<file path="src/rtl/rob_commit_unit.sv">
// In-order retirement buffer, indexed directly by instruction tag. Retires the oldest
// completed entries in program order, up to COMMIT_WIDTH per cycle.
module rob_commit_unit #(
    parameter int ROB_SIZE_WIDTH         = 4,
    parameter int PHYSICAL_REG_NUM_WIDTH = 6,
    parameter int COMMIT_WIDTH           = 2,
    parameter int COMMIT_TYPE_WIDTH      = 2
) (
    input  logic                                                clk,
    input  logic                                                reset,
    input  logic                                                flush,
    input  logic                                                dispatch_valid,
    input  logic [ROB_SIZE_WIDTH-1:0]                           dispatch_tag,
    input  logic [COMMIT_TYPE_WIDTH-1:0]                        dispatch_commit_type,
    input  logic [PHYSICAL_REG_NUM_WIDTH-1:0]                   dispatch_phy_reg,
    input  logic                                                complete_valid,
    input  logic [ROB_SIZE_WIDTH-1:0]                           complete_tag,
    input  logic                                                commit_stall,
    output logic [COMMIT_WIDTH-1:0]                             commit_valid,
    output logic [COMMIT_WIDTH-1:0][COMMIT_TYPE_WIDTH-1:0]      commit_type,
    output logic [COMMIT_WIDTH-1:0][PHYSICAL_REG_NUM_WIDTH-1:0] commited_wr_register,
    output logic                                                retire_tag_valid,
    output logic [ROB_SIZE_WIDTH-1:0]                           retire_tag,
    output logic [ROB_SIZE_WIDTH-1:0]                           head_tag,
    output logic                                                protocol_error
);

    // Handshake: dispatch_valid and complete_valid are single-cycle strobes with no
    // ready; the buffer accepts every strobe, and a strobe that hits an entry in the
    // wrong allocation state is dropped and latched into protocol_error. The commit
    // lanes are pure valid outputs; commit_stall is the only backpressure.

    localparam int ROB_DEPTH = 1 << ROB_SIZE_WIDTH;
    localparam int CNT_W     = $clog2(COMMIT_WIDTH + 1);

    logic [ROB_DEPTH-1:0]              alloc;
    logic [ROB_DEPTH-1:0]              done;
    logic [COMMIT_TYPE_WIDTH-1:0]      entry_type [ROB_DEPTH];
    logic [PHYSICAL_REG_NUM_WIDTH-1:0] entry_reg  [ROB_DEPTH];
    logic [ROB_SIZE_WIDTH-1:0]         head;

    logic [ROB_SIZE_WIDTH-1:0]         lane_idx [COMMIT_WIDTH];
    logic [COMMIT_WIDTH-1:0]           lane_elig;
    logic [CNT_W-1:0]                  retire_cnt;
    logic [ROB_SIZE_WIDTH-1:0]         head_next;
    logic                              chain;

    assign head_tag = head;

    // A lane can only retire if every older lane retires too, so the retire set is
    // always a contiguous prefix starting at head.
    always_comb begin
        chain      = !commit_stall;
        retire_cnt = '0;
        lane_elig  = '0;
        for (int i = 0; i < COMMIT_WIDTH; i++) begin
            lane_idx[i]  = head + ROB_SIZE_WIDTH'(i);
            chain        = chain && alloc[lane_idx[i]] && done[lane_idx[i]];
            lane_elig[i] = chain;
            if (chain) begin
                retire_cnt = retire_cnt + CNT_W'(1);
            end
        end
        head_next = head + ROB_SIZE_WIDTH'(retire_cnt);
    end

    always_ff @(posedge clk or posedge reset) begin
        if (reset) begin
            alloc                <= '0;
            done                 <= '0;
            head                 <= '0;
            commit_valid         <= '0;
            commit_type          <= '0;
            commited_wr_register <= '0;
            retire_tag_valid     <= 1'b0;
            retire_tag           <= '0;
            protocol_error       <= 1'b0;
        end else if (flush) begin
            alloc                <= '0;
            done                 <= '0;
            head                 <= '0;
            commit_valid         <= '0;
            commit_type          <= '0;
            commited_wr_register <= '0;
            retire_tag_valid     <= 1'b0;
            retire_tag           <= '0;
        end else begin
            // Completion precedes the retire clear, so a completion landing on a
            // retiring entry is absorbed without effect.
            if (complete_valid) begin
                if (alloc[complete_tag]) begin
                    done[complete_tag] <= 1'b1;
                end else begin
                    protocol_error <= 1'b1;
                end
            end

            for (int i = 0; i < COMMIT_WIDTH; i++) begin
                if (lane_elig[i]) begin
                    alloc[lane_idx[i]] <= 1'b0;
                    done[lane_idx[i]]  <= 1'b0;
                end
                commit_valid[i]         <= lane_elig[i];
                commit_type[i]          <= lane_elig[i] ? entry_type[lane_idx[i]] : '0;
                commited_wr_register[i] <= lane_elig[i] ? entry_reg[lane_idx[i]] : '0;
            end

            // Dispatch last: it wins over a same-tag completion and leaves done clear.
            if (dispatch_valid) begin
                if (alloc[dispatch_tag]) begin
                    protocol_error <= 1'b1;
                end else begin
                    alloc[dispatch_tag] <= 1'b1;
                    done[dispatch_tag]  <= 1'b0;
                end
            end

            head             <= head_next;
            retire_tag_valid <= |lane_elig;
            retire_tag       <= (|lane_elig) ? head_next - ROB_SIZE_WIDTH'(1) : '0;
        end
    end

    always_ff @(posedge clk) begin
        if (!flush && dispatch_valid && !alloc[dispatch_tag]) begin
            entry_type[dispatch_tag] <= dispatch_commit_type;
            entry_reg[dispatch_tag]  <= dispatch_phy_reg;
        end
    end

endmodule

</file>
<file path="config.mk">
export PLATFORM = sky130hd
export DESIGN_NAME = rob_commit_unit
export DESIGN_NICKNAME = d
export VERILOG_FILES = /design/src/rtl/rob_commit_unit.sv
export SDC_FILE = /design/constraint.sdc
export NUM_CORES = 1
export LEC_CHECK = 0
export ABC_AREA = 1
export BUFFER_PORTS_ARGS = -buffer_cell sky130_fd_sc_hd__buf_2
export CELL_PAD_IN_SITES_DETAIL_PLACEMENT = 1
export CELL_PAD_IN_SITES_GLOBAL_PLACEMENT = 1
export CORE_AREA = 2 2 191 193
export DETAILED_ROUTE_END_ITERATION = 16
export DIE_AREA = 0 0 193 195
export PLACE_DENSITY = 0.55
export SLEW_MARGIN = 20
export SYNTH_ARGS = -nofsm -noshare
export SYNTH_HDL_FRONTEND = slang
export SYNTH_SLANG_ARGS = --single-unit
export TNS_END_PERCENT = 30
</file>
<file path="constraint.sdc">
create_clock -name clk -period 7.5 [get_ports clk]
set_clock_uncertainty 0.1 [all_clocks]
set_input_delay 0.375 -clock clk [delete_from_list [all_inputs] [get_ports clk]]
set_output_delay 0.375 -clock clk [all_outputs]
set_load 0.01 [all_outputs]
</file>
# Word-level counts from Yosys, hierarchy flattened
# Memory sizes are Yosys's and may differ from the RTL's.
# Index checks and enable logic that the tools add are counted.
totals:
  regBits: 60
  output_inout_bits: 28
  wordCells: 105
  ram_bits: 128
  mem_count: 2
classes:
  n_reduce_logical: 14
  n_lt_le_gt_ge: 8
  n_mux: 56
  bitwise_logic: 10
  add_sub_neg: 4
mem_list:
  columns: ["memory", "words", "width", "rd", "rd_ports_with_merged_regs", "write_ports", "line", "source"]
  rows:
  - ["entry_reg", 16, 6, 2, 0, 1, "39", "logic [PHYSICAL_REG_NUM_WIDTH-1:0] entry_reg [ROB_DEPTH];"]
  - ["entry_type", 16, 2, 2, 0, 1, "38", "logic [COMMIT_TYPE_WIDTH-1:0] entry_type [ROB_DEPTH];"]
op_table:
  columns: ["op", "count"]
  rows:
  - ["2-to-1 mux 16 bit", 17]
  - ["AND 16 bit", 5]
  - ["inverter 16 bit", 3]
  - ["OR 16 bit", 2]
  - ["binary-select mux 1 bit (select 4 bit)", 6]
  - ["less-than comparator 4 x 5 -> 1 bit (second input constant)", 4]
  - ["2-to-1 mux 1 bit", 18]
  - ["demux 1 bit (select 4 bit)", 4]
  - [">= comparator 4 x 1 -> 1 bit (second input constant)", 4]
  - ["2-to-1 mux 4 bit", 4]
  - ["2-to-1 mux 12 bit", 1]
  - ["2-to-1 mux 6 bit", 2]
  - ["logical AND 1 bit", 10]
  - ["2-to-1 mux 2 bit", 4]
  - ["adder 4 x 1 -> 4 bit (second input constant)", 1]
  - ["adder 4 x 2 -> 4 bit", 1]
  - ["subtractor 4 x 1 -> 4 bit (second input constant)", 1]
  - ["logical NOT 1 bit", 3]
  - ["adder 2 x 1 -> 2 bit (second input constant)", 1]
  - ["OR reduction 2 bit", 1]

# Depth between registers and ports, before layout
# Gate-level depths: netlist of the first run.
depth:
  ltp_word: 18
  depth_mapped: 25
  depth_no_buf: 19

# Worst setup path after synthesis of the first run
# Ideal clock, no wire load.
synth_path:
  path_kind: "flip-flop to flip-flop"
  start: "register head[0] (netlist: head_tag[0])"
  end: "register retire_tag[3]"
  period_less_slack_ps: 4297
  path_buffers: 6
  stages_incl_launch_ff: 26
  setup_slack_ps: 3203
  t_arrival_ps: 4078
  required_time_ps: 7281
  path_cell_list: "dfrtp_1 > buf_6 > inv_4 > buf_6 > buf_2 > buf_1 > ha_1 > buf_2 > clkinv_1 > nand3_1 > nand2_1 > nand2_1 > nand2_1 > nor2_1 > nor2_1 > nand2_2 > nor2_8 > buf_12 > ha_1 > ha_1 > fa_1 > or2_2 > nand2_1 > nor3_1 > xnor2_1 > nor2_1"
synth_between:
  elab_chain_len: 11
  elab_cells_between_ends: 21
  classes_between: "4 x add/sub; 12 x mux; 5 x reduce/logical"
synth_lines:
  columns: ["element", "line", "source"]
  rows:
  - ["from (decl)", "40", "logic [ROB_SIZE_WIDTH-1:0] head;"]
  - ["from (signal assigned)", "118", "head <= head_next;"]
  - ["binary-select mux 1 bit (select 4 bit)", "58", "chain = chain && alloc[lane_idx[i]] && done[lane_idx[i]];"]
  - ["2-to-1 mux 1 bit (implied by the code)", "58", null]
  - ["logical AND 1 bit (2 in series)", "58", null]
  - ["2-to-1 mux 1 bit or logical AND 1 bit (tied branches)", "60, 58", null]
  - ["adder 2 x 1 -> 2 bit or logical AND 1 bit (tied branches)", "61, 58", null]
  - ["2-to-1 mux 2 bit", "60", "if (chain) begin"]
  - ["adder 4 x 2 -> 4 bit", "64", "head_next = head + ROB_SIZE_WIDTH'(retire_cnt);"]
  - ["subtractor 4 x 1 -> 4 bit", "120", "retire_tag <= (|lane_elig) ? head_next - ROB_SIZE_WIDTH'(1) : '0;"]
  - ["2-to-1 mux 4 bit (*)", "120", null]
  - ["2-to-1 mux 4 bit (*)", "78", "end else if (flush) begin"]
  - ["to (signal assigned)", "120", null]
  - ["to (decl)", "23", "output logic [ROB_SIZE_WIDTH-1:0] retire_tag,"]
# Mark *: on every way between the ends. The rest lies on a longest branch, timed or not. The select of a mux whose other input is x is not followed.
# A chain may end at the register's enable or synchronous reset.

# Worst setup path after layout of the first run
# Same ends and word-level chain as after synthesis.

==> results of run 1 <==
[kinds of logic after synthesis]
family	count (synthesis)	share of synthesized area, %
simple gates	596	25.18
compound gates	276	13.59
buf+inv	239	9.540
flops	187	50.27
fa+ha+maj	10	1.253
xor+xnor	2	0.1655
[how the worst min path moves through the flow]
stage	depth (start not counted)	endpoint	start	slack, ns
finish	3	done[11]	reset	0.06
global route	3	done[11]	reset	0.15
CTS	3	done[11]	reset	0.1
detailed placement	1	protocol_error	protocol_error	0.36
global placement	1	protocol_error	protocol_error	0.36
floorplan	0	entry_reg[0][0]	dispatch_phy_reg[0]	0.37
[per-stage QoR]
| stage | setup slack (ns) | util [%] | power [W] | hold WS (ns) | instance area, sq um |
|---|---|---|---|---|---|
| final | 2.212 | 33.04 | 0.002122 | 0.06416 | 11700 |
| after global routing | 1.741 | 33.04 | 0.002191 | 0.1476 | 11700 |
| after CTS | 2.141 | 33.04 | 0.002137 | 0.09977 | 11700 |
| after detailed placement | 2.147 | 31.39 | 0.001216 | 0.3601 | 11110 |
| after global placement | 2.230 | 31.37 | 0.001214 | 0.3615 | 11110 |
| after floorplan | 3.203 | - | 0.001176 | 0.3739 | 10580 |
[power groups by stage]
stage / sequential, W / clock [W] / combinational, W
6_report: 0.00112 / 0.000930 / 0.0000755
2_1_floorplan: 0.00114 / 0 / 0.0000389
4_1_cts: 0.00112 / 0.000944 / 0.0000773
5_1_grt: 0.00112 / 0.000989 / 0.0000858
3_5_place_dp: 0.00114 / 0 / 0.0000772
3_3_place_gp: 0.00114 / 0 / 0.0000754
[area by class of cell]
cell class,instances,area [sq um]
fill,4269,23700
sequential,187,5325
multi-input combinational,884,4259
inverter,169,636.9
tap,461,576.8
clock buffer,17,425.4
timing repair buffer,58,312.8
clock inverter,15,158.9
[worst max-delay path, cell delays in order, from the launching register on]
cell,delay (ns)
dfrtp_4,0.68
inv_4,0.56
ha_1,0.34
buf_4,0.30
clkinv_1,0.09
buf_4,0.40
nand3_1,0.12
nand2_1,0.09
nand2_1,0.05
nand2_1,0.08
nor2_1,0.04
nor2_1,0.13
nand2_2,0.10
nor2_8,0.43
ha_1,0.33
ha_1,0.21
fa_1,0.38
or2_2,0.31
nand2_1,0.10
nor3_1,0.06
xnor2_1,0.16
nor2_1,0.05
[metal layers]
layer | part of all wire [%] | vias to the layer above | routed length, um | global-route usage [%]
met5 | 0 | - | 0 | 0
met4 | 0.84 | 0 | 300 | 3.816
met3 | 4.0 | 16 | 1435 | 2.696
met2 | 43 | 179 | 15250 | 28.86
met1 | 53 | 4270 | 18880 | 31.09
li1 | - | 4328 | - | -
[cells in the final DEF, fill, tap and decap left out, types with 10 or more instances in the layout]
cell type / netlist / final
nand2_1: 227 / 227
nor2_1: 218 / 216
inv_1: 157 / 156
a21oi_1: 131 / 131
edfxtp_1: 128 / 128
o21ai_0: 121 / 121
nand3_1: 79 / 79
dfrtp_1: 59 / 57
buf_2: 30 / 49
nand4_1: 27 / 27
clkbuf_16: 0 / 17
a22oi_1: 13 / 13
inv_2: 10 / 11
nand2_4: 11 / 11
nand2_2: 10 / 10
==> run summary, run 1 <==
Outcome - finished clean
Vias/cell - 4.910
Synth top area share - 36.32%
Routability Congestion - 0.8077
Yosys warnings - 0
# Post-CTS Setup Buffers - 0
Worst slew margin - 27.75%
Longest Clk Path Bufs - 2
Non-Filler Instances - 1,791
Congestion Overflow GR - 0
Slew at the pin with the worst max-slew slack - 1.080 ns
Pleak - 5.259 nW
Worst reg2reg path depth - 21
Min cycle time layout - 5.288 ns
Main synth FF type - edfxtp_1
CTS resizes - 0
Max-Cap Viols - 0
Synthesized Nets - 1,342
CP endpoint kind - register
Detailed Routing Iterations Pass 1 - 5
Routed len/inst - 20.03 um
Die area - 37,640 sq um
CP required - 7.71 ns
Placement Rows - 69
Int Pwr - 0.001597 W
Worst R2R End - retire_tag[3]
Max reg flops - 96
Final Hold Viols - 0
Logic pwr share - 3.6%
Critical R2R Launch - head_tag[0]
Pwr/cell area - 181.4 nW/um^2
Area contributors post-synth - edfxtp_1 (36%), dfrtp_1 (14%), nand2_1 (8.1%)
Io pins - 50
Syn avg cell area - 8.079 sq um
Worst-Skew Late Latency - 0.45 ns
Most common cell in the synthesized netlist - nand2_1
Post-Synthesis Cells - 1,310
GRT Resource Usage Total - 19.82%
Clk sinks - 187
Final slew viol count - 0
CP Launch Type - register
H-tree depth - 4
Clk pin slew, worst setup/hold paths - 0.08 ns
I/O Buffers - 49
Post-synth cell types - 37
Root Buffer - clkbuf_16
Die span in x - 193 um
TritonCTS clock tree - done
Initial antenna violation count - 0
RSZ-0062 raised after global routing - no
Clock group share of total power - 43.8%
Worst Path Arrival - 5.50 ns
Die outline height - 195 um
Initial Util - 29.90%
Sw Share - 24.74%
Crit path to - retire_tag[3]
Num CTS Buffers - 17
Core box area - 35,400 sq um
Fmax - 189.1 MHz
Switching power total - 0.0005248 W
Fin Setup TNS - 0 ns
Worst IR drop on VDD - 0.1268 mV
Crit Path Class - register to register
DRC - 0
Leading area contributor after synthesis - edfxtp_1
Hold Crit Class - input port to asynchronous set/reset pin
Largest net degree at the start of global routing - 82
Routed vias - 8,793
CP startpoint - head_tag[0]
Antenna Cells - 0
Post-Syn Area - 10,580 sq um
Reg2Reg Setup Slack - 2.21 ns
Post-Route WL - 35,870 um
Global-route wire length before repair - 56,100 um
Sequential Power Share - 52.6%
Period utilization - 70.51%
DR iter-0 viols - 711
Antenna viol nets, final - 0
NumNets Final - 1,349
Final Setup Violations - 0
Post-synthesis async set-or-reset flop share - 31.55%
Crit-path max FO - 70
Detailed Place HPWL - 25,870 um
Hold buffers post-CTS - 0
Seq/Total Area, Yosys - 50.27%
Share of cells above drive strength 1 - 11.05%
#FFs+latches synth - 187
Placed cell count - 1,759
Vias in the first global route - 8,902
Most frequent cells after synthesis - nand2_1 (227), nor2_1 (218), inv_1 (157)
Number of synthesized flops with an enable pin - 128
Synth-to-Final Area Change - 10.50%
No activity file was read; power rests on OpenSTA's default activity.
==> inputs of run 2 (changes only) <==
PLACE_DENSITY = 0.57   (was 0.55)
clock period = 4.8 ns   (was 7.5 ns; I/O delays follow)
==> run summary, run 2 (same netlist as run 1, synthesis figures left out) <==
Reg2Reg Setup Slack - 0.66 ns (-1.55 ns)
H-tree depth - 4 (unchanged)
Final Setup Violations - 0 (unchanged)
Logic pwr share - 3.6% (about the same)
Post-Route WL - 37,700 um (+5.1%)
Fin util - 33.39% (+0.35 points)
Worst slew margin - 39.23% (+11 points)
# Post-CTS Setup Buffers - 0 (unchanged)
Crit-path max FO - 23 (-67%)
Core box area - 35,400 sq um (unchanged)
Vias in the first global route - 9,215 (+3.5%)
Hold Crit Class - input port to register
Placement Rows - 69 (unchanged)
Clk pin slew, worst setup/hold paths - 0.09 ns (about the same)
Period utilization - 86.22% (+16 points)
NumNets Final - 1,364 (+1.1%)
Hold buffers post-CTS - 1 (+1)
Die area - 37,640 sq um (unchanged)
Max reg flops - 96 (unchanged)
Initial Util - 29.90% (unchanged)
Fin Setup TNS - 0 ns (unchanged)
Global-route wire length before repair - 58,060 um (+3.5%)
Outcome - finished clean
Detailed Place HPWL - 26,710 um (+3.2%)
Num CTS Buffers - 17 (unchanged)
Clock group share of total power - 44.0% (+0.2 points)
Routability Congestion - 0.8302 (+2.8%)
Antenna Cells - 0 (unchanged)
Congestion Overflow GR - 0 (unchanged)
Worst reg2reg path depth - 19 (-9.5%)
Fmax - 241.6 MHz (+28%)
CP required - 5.01 ns (-2.70 ns)
Worst IR drop on VDD - 0.2079 mV (+64%)
Switching power total - 0.0008641 W (+65%)
DRC - 0 (unchanged)
Int Pwr - 0.002464 W (+54%)
Slew at the pin with the worst max-slew slack - 0.9082 ns (-0.1715 ns)
Detailed Routing Iterations Pass 1 - 7 (+2)
Synth-to-Final Area Change - 11.66%
Largest net degree at the start of global routing - 74 (-9.8%)
DR iter-0 viols - 694 (-2.4%)
Placed cell count - 1,773 (+0.80%)
Routed vias - 9,122 (+3.7%)
Final slew viol count - 0 (unchanged)
TritonCTS clock tree - done
Worst R2R End - retire_tag[3]
Clk sinks - 187 (unchanged)
Routed len/inst - 20.87 um (+4.2%)
Crit Path Class - register to register
Sequential Power Share - 52.4% (-0.2 points)
CP startpoint - head_tag[0]
Worst-Skew Late Latency - 0.45 ns (about the same)
Max-Cap Viols - 0 (unchanged)
Most frequent cells in the layout - nand2_1 (227), nor2_1 (217), inv_1 (156), a21oi_1 (131), edfxtp_1 (128)
GRT Resource Usage Total - 20.78% (+0.96 points)
Worst Path Arrival - 4.35 ns (-1.15 ns)
Initial antenna violation count - 0 (unchanged)
Min cycle time layout - 4.138 ns (-1.150 ns)
Die span in x - 193 um (unchanged)
Sw Share - 25.96% (+1.2 points)
Commonest non-fill, non-tap cell in the layout - nand2_1
Worst hold slack - 0.08185 ns (+0.01769 ns)
Vias/cell - 5.051 (+2.9%)
CP endpoint kind - register
Antenna viol nets, final - 0 (unchanged)
Root Buffer - clkbuf_16
Final Hold Viols - 0 (unchanged)
CP Launch Type - register
Pleak - 5.328 nW (+1.3%)
RSZ-0062 raised after global routing - no
Share of cells above drive strength 1 - 11.97% (+0.92 points)
Die outline height - 195 um (unchanged)
Total Power - 0.003328 W (+57%)
Io pins - 50 (unchanged)
Critical R2R Launch - head_tag[0]
I/O Buffers - 49 (unchanged)
Crit path to - retire_tag[3]
CTS resizes - 0 (unchanged)
Non-Filler Instances - 1,806 (+0.84%)
Pwr/cell area - 281.6 nW/um^2 (+55%)
Longest Clk Path Bufs - 2 (unchanged)
## run 2: cell count changes in the layout (fill, tap and decap cells not counted), moves of 2 or more
cell,previous run,this run
clkinvlp_4,1,4
clkinv_2,2,0
inv_8,2,5
clkinv_4,3,0
buf_4,9,23
## run 2: through the flow
stage	cell area, sq um	setup slack [ns]
6_report	11820	0.6615
2_1_floorplan	10580	0.5034
3_3_place_gp	11210	0.7716
5_1_grt	11820	0.3630
3_5_place_dp	11210	0.6615
4_1_cts	11820	0.6362
## run 2: final cells by class
| class | instances | area, sq um |
|---|---|---|
| fill | 4232 | 23580 |
| sequential | 187 | 5325 |
| multi-input combinational | 884 | 4257 |
| inverter | 169 | 636.9 |
| tap | 461 | 576.8 |
| timing repair buffer | 73 | 427.9 |
| clock buffer | 17 | 425.4 |
| clock inverter | 15 | 168.9 |
## run 2: critical path: stages, from the launching register on
cell	delay, ns
dfrtp_4	0.60
inv_4	0.17
ha_1	0.54
clkinv_1	0.35
nand3_1	0.18
nand3_1	0.08
nand2_1	0.08
nand2_1	0.05
nand2_1	0.10
inv_2	0.04
nand2_2	0.10
nor2_8	0.05
ha_1	0.29
ha_1	0.21
fa_1	0.38
or2_2	0.32
nand2_1	0.10
nor3_1	0.06
xnor2_1	0.15
nor2_1	0.05
## run 2: worst min-delay path by stage
stage / cells past startpoint / endpoint / slack (ns) / startpoint
2_1_floorplan: 0 / entry_reg[0][0] / 0.24 / dispatch_phy_reg[0]
3_3_place_gp: 2 / alloc[8] / 0.04 / reset
3_5_place_dp: 2 / done[8] / 0.05 / reset
4_1_cts: 1 / entry_reg[1][5] / 0.07 / dispatch_phy_reg[5]
5_1_grt: 1 / entry_reg[5][5] / 0.08 / dispatch_phy_reg[5]
6_report: 1 / entry_reg[5][5] / 0.08 / dispatch_phy_reg[5]
## run 2: routing by layer
layer,vias to the layer above,share of wire (%),GRT usage (%)
met5,-,0,0
li1,4354,-,-
met3,30,3.9,2.426
met2,205,43,31.02
met1,4533,51,31.70
met4,0,1.8,5.191
## run 2: power by group through the flow
stage	clock (W)	sequential, W	combinational [W]
final	0.00146	0.00174	0.000120
after detailed placement	0	0.00178	0.000120
after floorplan	0	0.00178	0.0000608
after global routing	0.00154	0.00174	0.000135
after global placement	0	0.00178	0.000118
after CTS	0.00149	0.00174	0.000121
==> inputs of run 3 (changes only) <==
MAX_ROUTING_LAYER = met4   (was unset)
==> run summary, run 3 (same netlist as run 1, synthesis figures left out) <==
Outcome - finished clean
WP buf/inv - 3 (unchanged)
Logic pwr share - 3.6% (about the same)
TritonCTS clock tree - done
DRC - 0 (unchanged)
Sequential Power Share - 52.4% (about the same)
Period utilization - 86.45% (+0.23 points)
Int Pwr - 0.002464 W (about the same)
I/O Buffers - 49 (unchanged)
Worst slew margin - 38.46% (-0.77 points)
Die span in x - 193 um (unchanged)
CP max stage cell - dfrtp_4
Worst reg2reg path depth - 19 (unchanged)
Routed len/inst - 20.91 um (+0.18%)
Worst IR drop on VDD - 0.2076 mV (-0.14%)
# fillers - 4,232 (unchanged)
Final slew viol count - 0 (unchanged)
Fin Setup TNS - 0 ns (unchanged)
Fmax - 241.0 MHz (-0.27%)
Slew at the pin with the worst max-slew slack - 0.9197 ns (+0.01144 ns)
CP required - 5.01 ns (about the same)
Sw Share - 25.90% (-0.063 points)
Antenna Cells - 0 (unchanged)
Routed vias - 9,081 (-0.45%)
GRT Resource Usage Total - 21.38% (+0.60 points)
Post-Route WL - 37,770 um (+0.18%)
Initial Util - 29.90% (unchanged)
Final Setup Violations - 0 (unchanged)
Commonest non-fill, non-tap cell in the layout - nand2_1
Placement Rows - 69 (unchanged)
Max-Cap Viols - 0 (unchanged)
Worst-path cell chain - inv_4 > ha_1 > clkinv_1 > nand3_1 > nand3_1 > nand2_1 > nand2_1 > nand2_1 > inv_2 > nand2_2 > nor2_8 > ha_1 > ha_1 > fa_1 > or2_2 > nand2_1 > nor3_1 > xnor2_1 > nor2_1
Switching power total - 0.0008612 W (-0.33%)
Die area - 37,640 sq um (unchanged)
Antenna viol nets, final - 0 (unchanged)
Global-route wire length before repair - 58,030 um (about the same)
Clk sinks - 187 (unchanged)
CP endpoint kind - register
RSZ-0062 raised after global routing - no
Max reg flops - 96 (unchanged)
Routability Congestion - 0.8429 (+1.5%)
Num CTS Buffers - 17 (unchanged)
Setup ws final - 0.6504 ns (-0.01110 ns)
Initial antenna violation count - 0 (unchanged)
Most common cell type on the critical path - nand2_1
Final Hold Viols - 0 (unchanged)
Vias in the first global route - 9,216 (+0.011%)
Longest Clk Path Bufs - 2 (unchanged)
Fin util - 33.39% (unchanged)
Core box area - 35,400 sq um (unchanged)
DR iter-0 viols - 688 (-0.86%)
Crit Path Class - register to register
Worst Path Arrival - 4.36 ns (about the same)
Io pins - 50 (unchanged)
Detailed Routing Iterations Pass 1 - 5 (-2)
Pwr/cell area - 281.4 nW/um^2 (about the same)
Largest net degree at the start of global routing - 74 (unchanged)
H-tree depth - 4 (unchanged)
Crit-path max FO - 23 (unchanged)
Detailed Place HPWL - 26,710 um (unchanged)
Pleak - 5.328 nW (unchanged)
Reg2Reg Setup Slack - 0.65 ns (about the same)
NumNets Final - 1,364 (unchanged)
Congestion Overflow GR - 0 (unchanged)
Die outline height - 195 um (unchanged)
Vias/cell - 5.028 (-0.45%)
Root Buffer - clkbuf_16
Clk pin slew, worst setup/hold paths - 0.09 ns (about the same)
DP Worst Slack - 0.6615 ns (unchanged)
Worst-Skew Late Latency - 0.45 ns (about the same)
Share of cells above drive strength 1 - 11.97% (unchanged)
Hold depth - 1 (unchanged)
Delay-heaviest family, CP - adder cells
Min cycle time layout - 4.150 ns (+0.01110 ns)
Slowest stage delay, CP - 0.61 ns (about the same)
Clock group share of total power - 44.0% (about the same)
CP Launch Type - register
Hold Crit Class - input port to register
Most frequent cells in the layout - nand2_1 (227), nor2_1 (217), inv_1 (156), a21oi_1 (131), edfxtp_1 (128)
CP Depth - 19 (unchanged)
Synth-to-Final Area Change - 11.66% (unchanged)
==> run 3: repair_timing <==
item	in CTS	in global routing
hold endpoints to repair	6	0
setup buffers	0	0
resized for setup	0	0
hold buffers	1	0
==> run 3: path summary, 6_finish.rpt <==
check | from | end
max in group asynchronous | reset | head_tag[0]
min reg2reg | protocol_error | protocol_error
max reg2reg | head_tag[0] | retire_tag[3]
min | dispatch_phy_reg[5] | entry_reg[5][5]
max | head_tag[0] | retire_tag[3]
min in group asynchronous | reset | alloc[8]
==> run 3: through the flow <==
stage,std cells,hold slack [ns],total power (W),instance area [sq um]
final,1806,0.09001,0.003325,11820
after global routing,1806,0.08179,0.003422,11820
after CTS,1806,0.07183,0.003358,11820
after detailed placement,1773,0.04507,0.001899,11210
after global placement,1773,0.03622,0.001897,11210
after floorplan,1310,0.2389,0.001837,10580
==> run 3: area by class of cell <==
cell class                      instances  area [sq um]  area share (%)
Timing Repair Buffer                   73         427.9           3.621
Tap cell                              461         576.8           4.881
Inverter                              169         636.9           5.389
Sequential cell                       187          5325           45.06
Clock buffer                           17         425.4           3.600
Clock inverter                         15         168.9           1.429
Multi-Input combinational cell        884          4257           36.02
==> run 3: power by group through the flow <==
stage	logic [W]	registers (W)	clock network [W]
global route	0.000135	0.00174	0.00154
global placement	0.000118	0.00178	0
detailed placement	0.000120	0.00178	0
floorplan	0.0000608	0.00178	0
CTS	0.000121	0.00174	0.00149
finish	0.000120	0.00174	0.00146
==> run 3: worst register-to-register path, cell delays in order (launching register included) <==
cell	delay, ns
dfrtp_4	0.61
inv_4	0.18
ha_1	0.54
clkinv_1	0.36
nand3_1	0.18
nand3_1	0.08
nand2_1	0.08
nand2_1	0.05
nand2_1	0.10
inv_2	0.04
nand2_2	0.10
nor2_8	0.05
ha_1	0.29
ha_1	0.21
fa_1	0.38
or2_2	0.32
nand2_1	0.10
nor3_1	0.06
xnor2_1	0.14
nor2_1	0.05
==> run 3: metal layers <==
layer / routed length (um) / vias up / global-route usage [%]
met1: 19270 / 4506 / 31.69
met4: 678 / 0 / 5.191
met3: 1318 / 32 / 2.318
li1: - / 4350 / -
met5: 0 / - / -
met2: 16500 / 193 / 31.06
